**src/rtl/bdiv_pkg.sv**
```systemverilog
// bdiv_pkg: shared width, step-counter width and FSM state type for the iterative divider.
package bdiv_pkg;
    localparam int BDIV_WIDTH = 20;
    localparam int BDIV_CNT_W = $clog2(BDIV_WIDTH);
    typedef enum logic [1:0] {IDLE, CALC, DONE} bdiv_state_t;
endpackage

```
**src/rtl/bdiv_step.sv**
```systemverilog
// bdiv_step: one combinational restoring-division step.
// Ports:
//   rem      in  WIDTH : partial remainder, always below B so its top bit is implied zero
//   B        in  WIDTH : divisor
//   din      in  1     : next dividend bit, MSB-first
//   rem_next out WIDTH : partial remainder after this step
//   qbit     out 1     : quotient bit produced by this step
module bdiv_step
    import bdiv_pkg::*;
#(
    parameter int WIDTH = BDIV_WIDTH
) (
    input  logic [WIDTH-1:0] rem,
    input  logic [WIDTH-1:0] B,
    input  logic             din,
    output logic [WIDTH-1:0] rem_next,
    output logic             qbit
);
    logic [WIDTH:0] t;
    assign t = {rem, din};
    assign qbit = t >= {1'b0, B};
    // Either branch is below B, so the top bit is always zero and can be dropped.
    assign rem_next = WIDTH'(qbit ? t - {1'b0, B} : t);
endmodule

```
**src/rtl/bdiv40x20_iter.sv**
```systemverilog
// bdiv40x20_iter: iterative restoring divider, 2W-bit dividend by W-bit divisor, one quotient bit per clock.
// Ports:
//   clk, rst            : rising-edge clock, synchronous active-high reset
//   in_valid, in_ready  : operand handshake (in_ready high only in IDLE)
//   A [2W-1:0], B [W-1:0] : dividend and divisor, sampled on accept
//   out_valid, out_ready: result handshake (out_valid high only in DONE)
//   Q, R [W-1:0]        : quotient and remainder
//   div_zero, ovf       : divisor was zero / quotient does not fit in W bits
// Optional feature: define BDIV_ZERO_SKIP_EN to finish a zero dividend in one cycle.
module bdiv40x20_iter
    import bdiv_pkg::*;
#(
    parameter int WIDTH = BDIV_WIDTH
) (
    input  logic               clk,
    input  logic               rst,
    input  logic               in_valid,
    output logic               in_ready,
    input  logic [2*WIDTH-1:0] A,
    input  logic [WIDTH-1:0]   B,
    output logic               out_valid,
    input  logic               out_ready,
    output logic [WIDTH-1:0]   Q,
    output logic [WIDTH-1:0]   R,
    output logic               div_zero,
    output logic               ovf
);
    localparam int CW = $clog2(WIDTH);

    bdiv_state_t      state, state_n;
    logic [CW-1:0]    cnt;
    logic [WIDTH-1:0] rem, dvd, dvs, rem_n;
    logic             qbit, accept, last, bz, hi_ge, skip;
    logic [WIDTH-1:0] hi, lo;

    assign hi = A[2*WIDTH-1:WIDTH];
    assign lo = A[WIDTH-1:0];
    assign in_ready = state == IDLE;
    assign out_valid = state == DONE;
    assign accept = in_valid & in_ready;
    assign last = cnt == CW'(WIDTH - 1);
    assign bz = B == '0;
    // With B == 0 this is trivially true, so div_zero masks it below.
    assign hi_ge = hi >= B;

`ifdef BDIV_ZERO_SKIP_EN
    assign skip = A == '0;
`else
    assign skip = 1'b0;
`endif

    bdiv_step #(.WIDTH(WIDTH)) u_step (
        .rem(rem),
        .B(dvs),
        .din(dvd[WIDTH-1]),
        .rem_next(rem_n),
        .qbit(qbit)
    );

    always_ff @(posedge clk) begin
        if (rst) state <= IDLE;
        else state <= state_n;
    end

    always_comb begin
        state_n = state;
        state_n = state == IDLE ? (in_valid ? ((bz | hi_ge | skip) ? DONE : CALC) : IDLE)
                : state == CALC ? (last ? DONE : CALC)
                : state == DONE ? (out_ready ? IDLE : DONE)
                : IDLE;
    end

    // A skipped zero dividend needs no special data path: Q and R already clear to 0.
    always_ff @(posedge clk) begin
        if (rst) begin
            cnt <= '0;
            rem <= '0;
            dvd <= '0;
            dvs <= '0;
            Q <= '0;
            R <= '0;
            div_zero <= 1'b0;
            ovf <= 1'b0;
        end else if (accept) begin
            cnt <= '0;
            rem <= hi;
            dvd <= lo;
            dvs <= B;
            Q <= (bz | hi_ge) ? '1 : '0;
            R <= (bz | hi_ge) ? lo : '0;
            div_zero <= bz;
            ovf <= ~bz & hi_ge;
        end else if (state == CALC) begin
            cnt <= cnt + 1'b1;
            rem <= rem_n;
            dvd <= {dvd[WIDTH-2:0], 1'b0};
            Q <= {Q[WIDTH-2:0], qbit};
            if (last) R <= rem_n;
        end
    end
endmodule

```
**config.mk**
```make
export PLATFORM = sky130hd
export DESIGN_NAME = bdiv40x20_iter
export DESIGN_NICKNAME = d
export VERILOG_FILES = /design/src/rtl/bdiv_pkg.sv /design/src/rtl/bdiv_step.sv /design/src/rtl/bdiv40x20_iter.sv
export SDC_FILE = /design/constraint.sdc
export NUM_CORES = 1
export LEC_CHECK = 0
export ABC_AREA = 1
export CAP_MARGIN = 20
export CORE_ASPECT_RATIO = 0.8
export CORE_MARGIN = 3
export CORE_UTILIZATION = 25
export DETAILED_ROUTE_END_ITERATION = 6
export PLACE_DENSITY = 0.41
export SLEW_MARGIN = 20
export SYNTH_ARGS = -nofsm -noshare
export SYNTH_HDL_FRONTEND = slang
export SYNTH_SLANG_ARGS = --single-unit
```
**constraint.sdc**
```tcl
create_clock -name clk -period 2.6 [get_ports clk]
set_clock_uncertainty 0.1 [all_clocks]
set_input_delay 0.26 -clock clk [delete_from_list [all_inputs] [get_ports clk]]
set_output_delay 0.26 -clock clk [all_outputs]
set_load 0.01 [all_outputs]
```
# == Yosys cells after proc, flatten, opt, wreduce, memory -nomap -nowiden ==
# Cells that the tools add are included.
# totals
ff_bits,109
latch_bits,0
mem_bits_rw,0
mem_bits_ro,0
in_bits,64
word_cells,45
mem_count,0
# op_classes
n_addsub,2
multipliers,0
div_mod_pow,0
order_cmp,2
n_eq_ne,3
n_shift,0
mux,19
bitwise,4
n_reduce_logical,6
# ops
operator,count
two-way mux 20 bit,12
greater-or-equal comparator 21 x 20 -> 1 bit,1
greater-or-equal comparator 20 bit,1
zero test 20 bit,1
subtractor 20 bit,1
two-way mux 2 bit,7
adder 5 x 1 -> 5 bit (second input constant),1
== test 5 bit (second input constant),1
nonzero test 2 bit,2
bitwise AND 1 bit,2
== test 2 x 1 -> 1 bit (second input constant),1
== test 2 bit (second input constant),1
zero test 2 bit,1
AND reduction 2 bit,1
OR reduction 2 bit,1
inverter 1 bit,1
OR 1 bit,1

# == Longest topological paths before layout ==
# logic_depth
depth_word,5
mapped_depth,15
mapped_depth_nobuf,15

# == Cells and area by module ==
# A second synthesis with hierarchy kept.
# hier_totals
hier_cells,1020
area_unflattened_um2,6764.0
# by_module_without_submodules
mod,instances,cells_each,area_each_um2
bdiv40x20_iter,1,687,5076.1
bdiv_step,1,333,1687.9

# == Worst setup path before layout ==
# Ideal clock, no wire load.
# synth_timing
kind,reg-to-reg
start,reg dvd[19]
end,reg R[12]
setup_ns,0.070
arrival_ns,1.741
path_slack_ns,0.690
stages_incl_launch_ff,16
period_less_slack_ns,1.910
path_cell_list,dfxtp_1 -> inv_1 -> ha_1 -> fa_1 -> inv_1 -> nand2_1 -> nand2_1 -> and2_1 -> nand2_1 -> nand3_1 -> nand2_1 -> nand2_1 -> inv_1 -> nand2_1 -> nand3_1 -> a21oi_1
# synth_between
elab_chain_len,5
elab_cells_between_ends,6
classes_between,add/sub: 1; order compare: 1; mux: 4
# synth_rtl
element,line_no,rtl
"start, declared",bdiv40x20_iter.sv:32,"logic [WIDTH-1:0] rem, dvd, dvs, rem_n;"
"start signal, assigned",bdiv40x20_iter.sv:87,dvd <= lo;
"start signal, assigned",bdiv40x20_iter.sv:96,"dvd <= {dvd[WIDTH-2:0], 1'b0};"
subtractor 20 bit / greater-or-equal comparator 21 x 20 -> 1 bit (equally long branches),"bdiv_step.sv:23, bdiv_step.sv:21",
two-way mux 20 bit (*),bdiv_step.sv:23,"assign rem_next = WIDTH'(qbit ? t - {1'b0, B} : t);"
two-way mux 20 bit (*),bdiv40x20_iter.sv:98,if (last) R <= rem_n;
two-way mux 20 bit (*),bdiv40x20_iter.sv:93,end else if (state == CALC) begin
two-way mux 20 bit (*),bdiv40x20_iter.sv:84,end else if (accept) begin
"end signal, assigned",bdiv40x20_iter.sv:90,R <= (bz | hi_ge) ? lo : '0;
"end signal, assigned",bdiv40x20_iter.sv:98,
"end, declared",bdiv40x20_iter.sv:24,"output logic [WIDTH-1:0] R,"
# Mark *: on every way between the ends. The rest lies on a longest branch, timed or not. The select of a mux whose other input is x is not followed.
# A chain may end at the register's enable or synchronous reset.

# == Worst setup path in the final report ==
# layout_timing
start,reg dvs[13]
end,reg rem[18]
# layout_between
elab_chain_len,4
elab_cells_between_ends,5
classes_between,add/sub: 1; order compare: 1; mux: 3
# layout_rtl
element,line_no,rtl
"start, declared",bdiv40x20_iter.sv:32,
"start signal, assigned",bdiv40x20_iter.sv:79,dvs <= '0;
"start signal, assigned",bdiv40x20_iter.sv:88,dvs <= B;
subtractor 20 bit / greater-or-equal comparator 21 x 20 -> 1 bit (equally long branches),"bdiv_step.sv:23, bdiv_step.sv:21",
two-way mux 20 bit (*),bdiv_step.sv:23,
two-way mux 20 bit (*),bdiv40x20_iter.sv:93,
two-way mux 20 bit (*),bdiv40x20_iter.sv:84,
"end signal, assigned",bdiv40x20_iter.sv:86,rem <= hi;
"end signal, assigned",bdiv40x20_iter.sv:95,rem <= rem_n;
"end, declared",bdiv40x20_iter.sv:32,
# Marks and branches as above.

==> run summary <==
Entering global routing, the biggest net connects 90 pins. 0 antenna diodes ended up in the layout. In this run the remaining antenna-violating nets after routing total 0. Setup repair after global routing left no endpoint under its margin. The die covers 0.0292 mm2. Final critical-path required period: 2.29 ns. The proportion of synthesized flip-flops having asynchronous set or reset is 0%, and the critical path required time is 2.72 ns. The worst setup path is launched from a flop.

The overall power consumption was 6.73 mW; the number of DRC violations after detailed routing was 0. For the summed area of non-filler cells in the final layout, the log shows 0.00871 mm2. Measured along the y axis, the die boundary spans 153 um.

Type of the worst setup path: flop to flop. For this run, the top clock speed supported by timing is 0.437 GHz. The tools report the hold path startpoint as dvs[2]. Once detailed placement completed, the half-perimeter wirelength came to 18.0 mm. The clock tree synthesis step divided the H-tree into 3 levels. In this run the critical register-to-register path is launched from dvs[13]. After clock tree synthesis, the clock-pin slew on the worst setup and hold paths is 0.08 ns. Wires add up to 23.6 mm. In this run the mean area of a mapped cell was 6.62 um2. The count of hold-fix buffers inserted at cts was 0.

The routability congestion estimate from global placement is 0.810. The largest fanout on the critical path was 9; the number of global-route vias before repair was 6541. The logs give 2.41 ns for the arrival time at the worst endpoint and 36.8 mm for the first-pass GRT wire length.

TritonCTS built the clock tree. The logs give 0 for the count of buffers added by post-CTS timing repair for setup and 0 for the post-cts sizing count. Setup violations remaining at the end of the flow were counted as 0. For the pin with the worst max-slew slack, the measured transition is 0.699 ns.

For the number of hold-slack violations in the final timing report, the log shows 0. Clock tree synthesis selected as its root buffer the cell clkbuf_16. The cell count after synthesis came out at 1026. The post-synthesis cell area is 0.00680 mm2, and the width of the die is 190 um. Once the floorplan was initialized, standard cells occupied 25.6% of the core.

The cell taking the most area after synthesis was dfxtp_1. Summing all multi-input logic gate instances after layout gives 0.00368 mm2. The run gives 0 ns as the summed negative setup slack over all endpoints. VDD sags by at most 0.000328 V.

The library cells used most frequently in the layout, excluding fill and tap cells, are nand2_1, inv_1, a21oi_1. The endpoint kind of the worst setup timing path was a flop. Buffers inserted during clock tree synthesis total 9. Sequential elements use 32.1% of the synthesized area.

The average wire per cell in the routed design was 15.8 um. In this run the power density over the cells is 773 mW/mm2. In this run the static leakage power is 3.99 nW.

After detailed routing, the number of vias per cell comes to 4.54. For this run, the number of standard cells in the final layout without fillers is 1497. In this run, synthesis inferred 0 flip-flops with an integrated enable. The number of nets handed over by synthesis was 1132. Fill cells in the final layout number 2976. In the finished design, the share of the clock period the worst path needs comes to 88.1%. The run finished with clean final reports.

The clock passes through at most 2 buffers. By area the synthesized netlist is led by dfxtp_1, nand2_1, a21oi_1. The count of maximum capacitance violations was 0.

The count of port buffers added during placement was 107; the number of search-and-repair iterations in the first detailed-routing pass was 5. For the distinct cell type count of the synthesized netlist, the log shows 41. In this run the tightest slew margin relative to its limit is 53.2%. Yosys printed 0 warnings. In this run the worst hold path is classified as flop to flop. The area growth from synthesis to layout is 28.1%. During I/O placement, the number of pins put on the boundary was 108. The initial DRC count is 413, and the total number of clock tree sinks is 109. The library cell used most frequently in the layout, excluding fill and tap cells, is nand2_1. Tracing the worst setup path back leads to its startpoint at dvs[13]. Count of standard-cell rows: 53.

Once placement completed, the tool counted placed cells totaling 1481. At the later pin of the worst-skew pair, clock insertion delay measures 0.36 ns. The run gives 0.0265 mm2 as the total core area. The most common flop cell mapped by yosys was dfxtp_1.

The tools report the via count as 6799. The logs give 0 for the max-slew violation count and 32.8% for the post-layout utilization of the core. Global routing finished with a remaining overflow of 0. In the global route stage, overall resource usage came out at 15.9%. In the final layout, the share of cells above drive strength 1 is 8.07%.

After synthesis the netlist holds a flip-flop and latch count of 109. After detailed placement, the total cell area comes to 0.00842 mm2. The net count of the finished layout is 1241. The fraction of synthesized cell area taken by the top area cell type came out at 32.1%. The logs give 0 for the initial antenna violation count and 0.00218 mm2 for the area used by sequential logic in the layout.
flip-flops by register name, summed over array words and instances, names as in the netlist:
| signal | count |
|---|---|
| dvs | 20 |
| Q | 20 |
| dvd | 20 |
| state | 2 |
| div_zero | 1 |
| cnt | 5 |
| rem | 20 |
| ovf | 1 |
| R | 20 |
per-layer routing:
layer	vias up	part of all wire (%)	GRT usage (%)
li1	3553	-	-
met1	3079	52	23.7
met2	158	43	24.8
met3	9	4.6	2.59
met4	0	0.53	2.10
met5	-	0	0
cells in the mapped netlist (2+ instances only):
master,count
nand3_2,5
a22oi_1,19
a21oi_2,2
xnor2_1,8
nand3b_1,4
a31oi_1,5
nor2_1,34
o21ai_0,97
buf_6,4
a21oi_1,130
nor3_1,5
inv_2,9
nand2_1,206
dfxtp_1,109
a21o_1,2
clkbuf_1,28
nor2_2,6
buf_2,14
nand4_1,16
ha_1,41
nor2_4,2
nor4_1,3
clkinv_1,3
nand2_2,8
and2_1,2
nand3_1,74
inv_1,170
and3_1,2
buf_4,4
xor2_1,3
final cells by class:
class,instances,area share (%)
Tap cell,357,5.13
Inverter,182,7.85
Sequential cell,109,25.1
Timing Repair Buffer,148,16.4
Multi-Input combinational cell,685,42.3
Clock buffer,10,2.63
Clock inverter,6,0.632
final timing paths:
| kind | end | slack [ns] | depth (start not counted) |
|---|---|---|---|
| setup reg to reg | rem[18] | 0.31 | 12 |
| hold reg to reg | dvs[2] | 0.36 | 2 |
| setup / recovery | rem[18] | 0.31 | 12 |
| hold / removal | dvs[2] | 0.36 | 2 |
cell families after synthesis:
kind of cell	Yosys count	share of synthesized area, %
AO/OA/AOI/OAI	261	20.4
XOR/XNOR	11	1.42
adder cells (fa/ha/maj)	42	7.84
buffers and inverters	232	13.7
flip-flops	109	32.1
AND/OR/NAND/NOR	371	24.5
critical path, stage by stage (launching register included):
cell	delay [ns]
dfxtp_1	0.31
inv_1	0.05
ha_1	0.40
nand2_1	0.12
nor2_1	0.16
inv_1	0.08
nor3_1	0.22
nand2_2	0.12
nand2_2	0.08
buf_4	0.18
nand3_1	0.16
nand3_1	0.12
a21oi_1	0.06
power by group:
group          internal, mW  leakage [nW]  switching (mW)
registers              1.90         0.899           0.149
clock network         0.670         0.133           0.722
logic                  1.23          2.96            2.06
total                  3.80          3.99            2.93
through the flow:
stage               setup slack (ns)  hold WS, ns
floorplan                      0.690        0.323
global placement            -0.00536        0.344
detailed placement           -0.0211        0.351
CTS                            0.288        0.363
global route                  0.0677        0.379
finish                         0.311        0.362
Power figures use the tool's default switching activity.
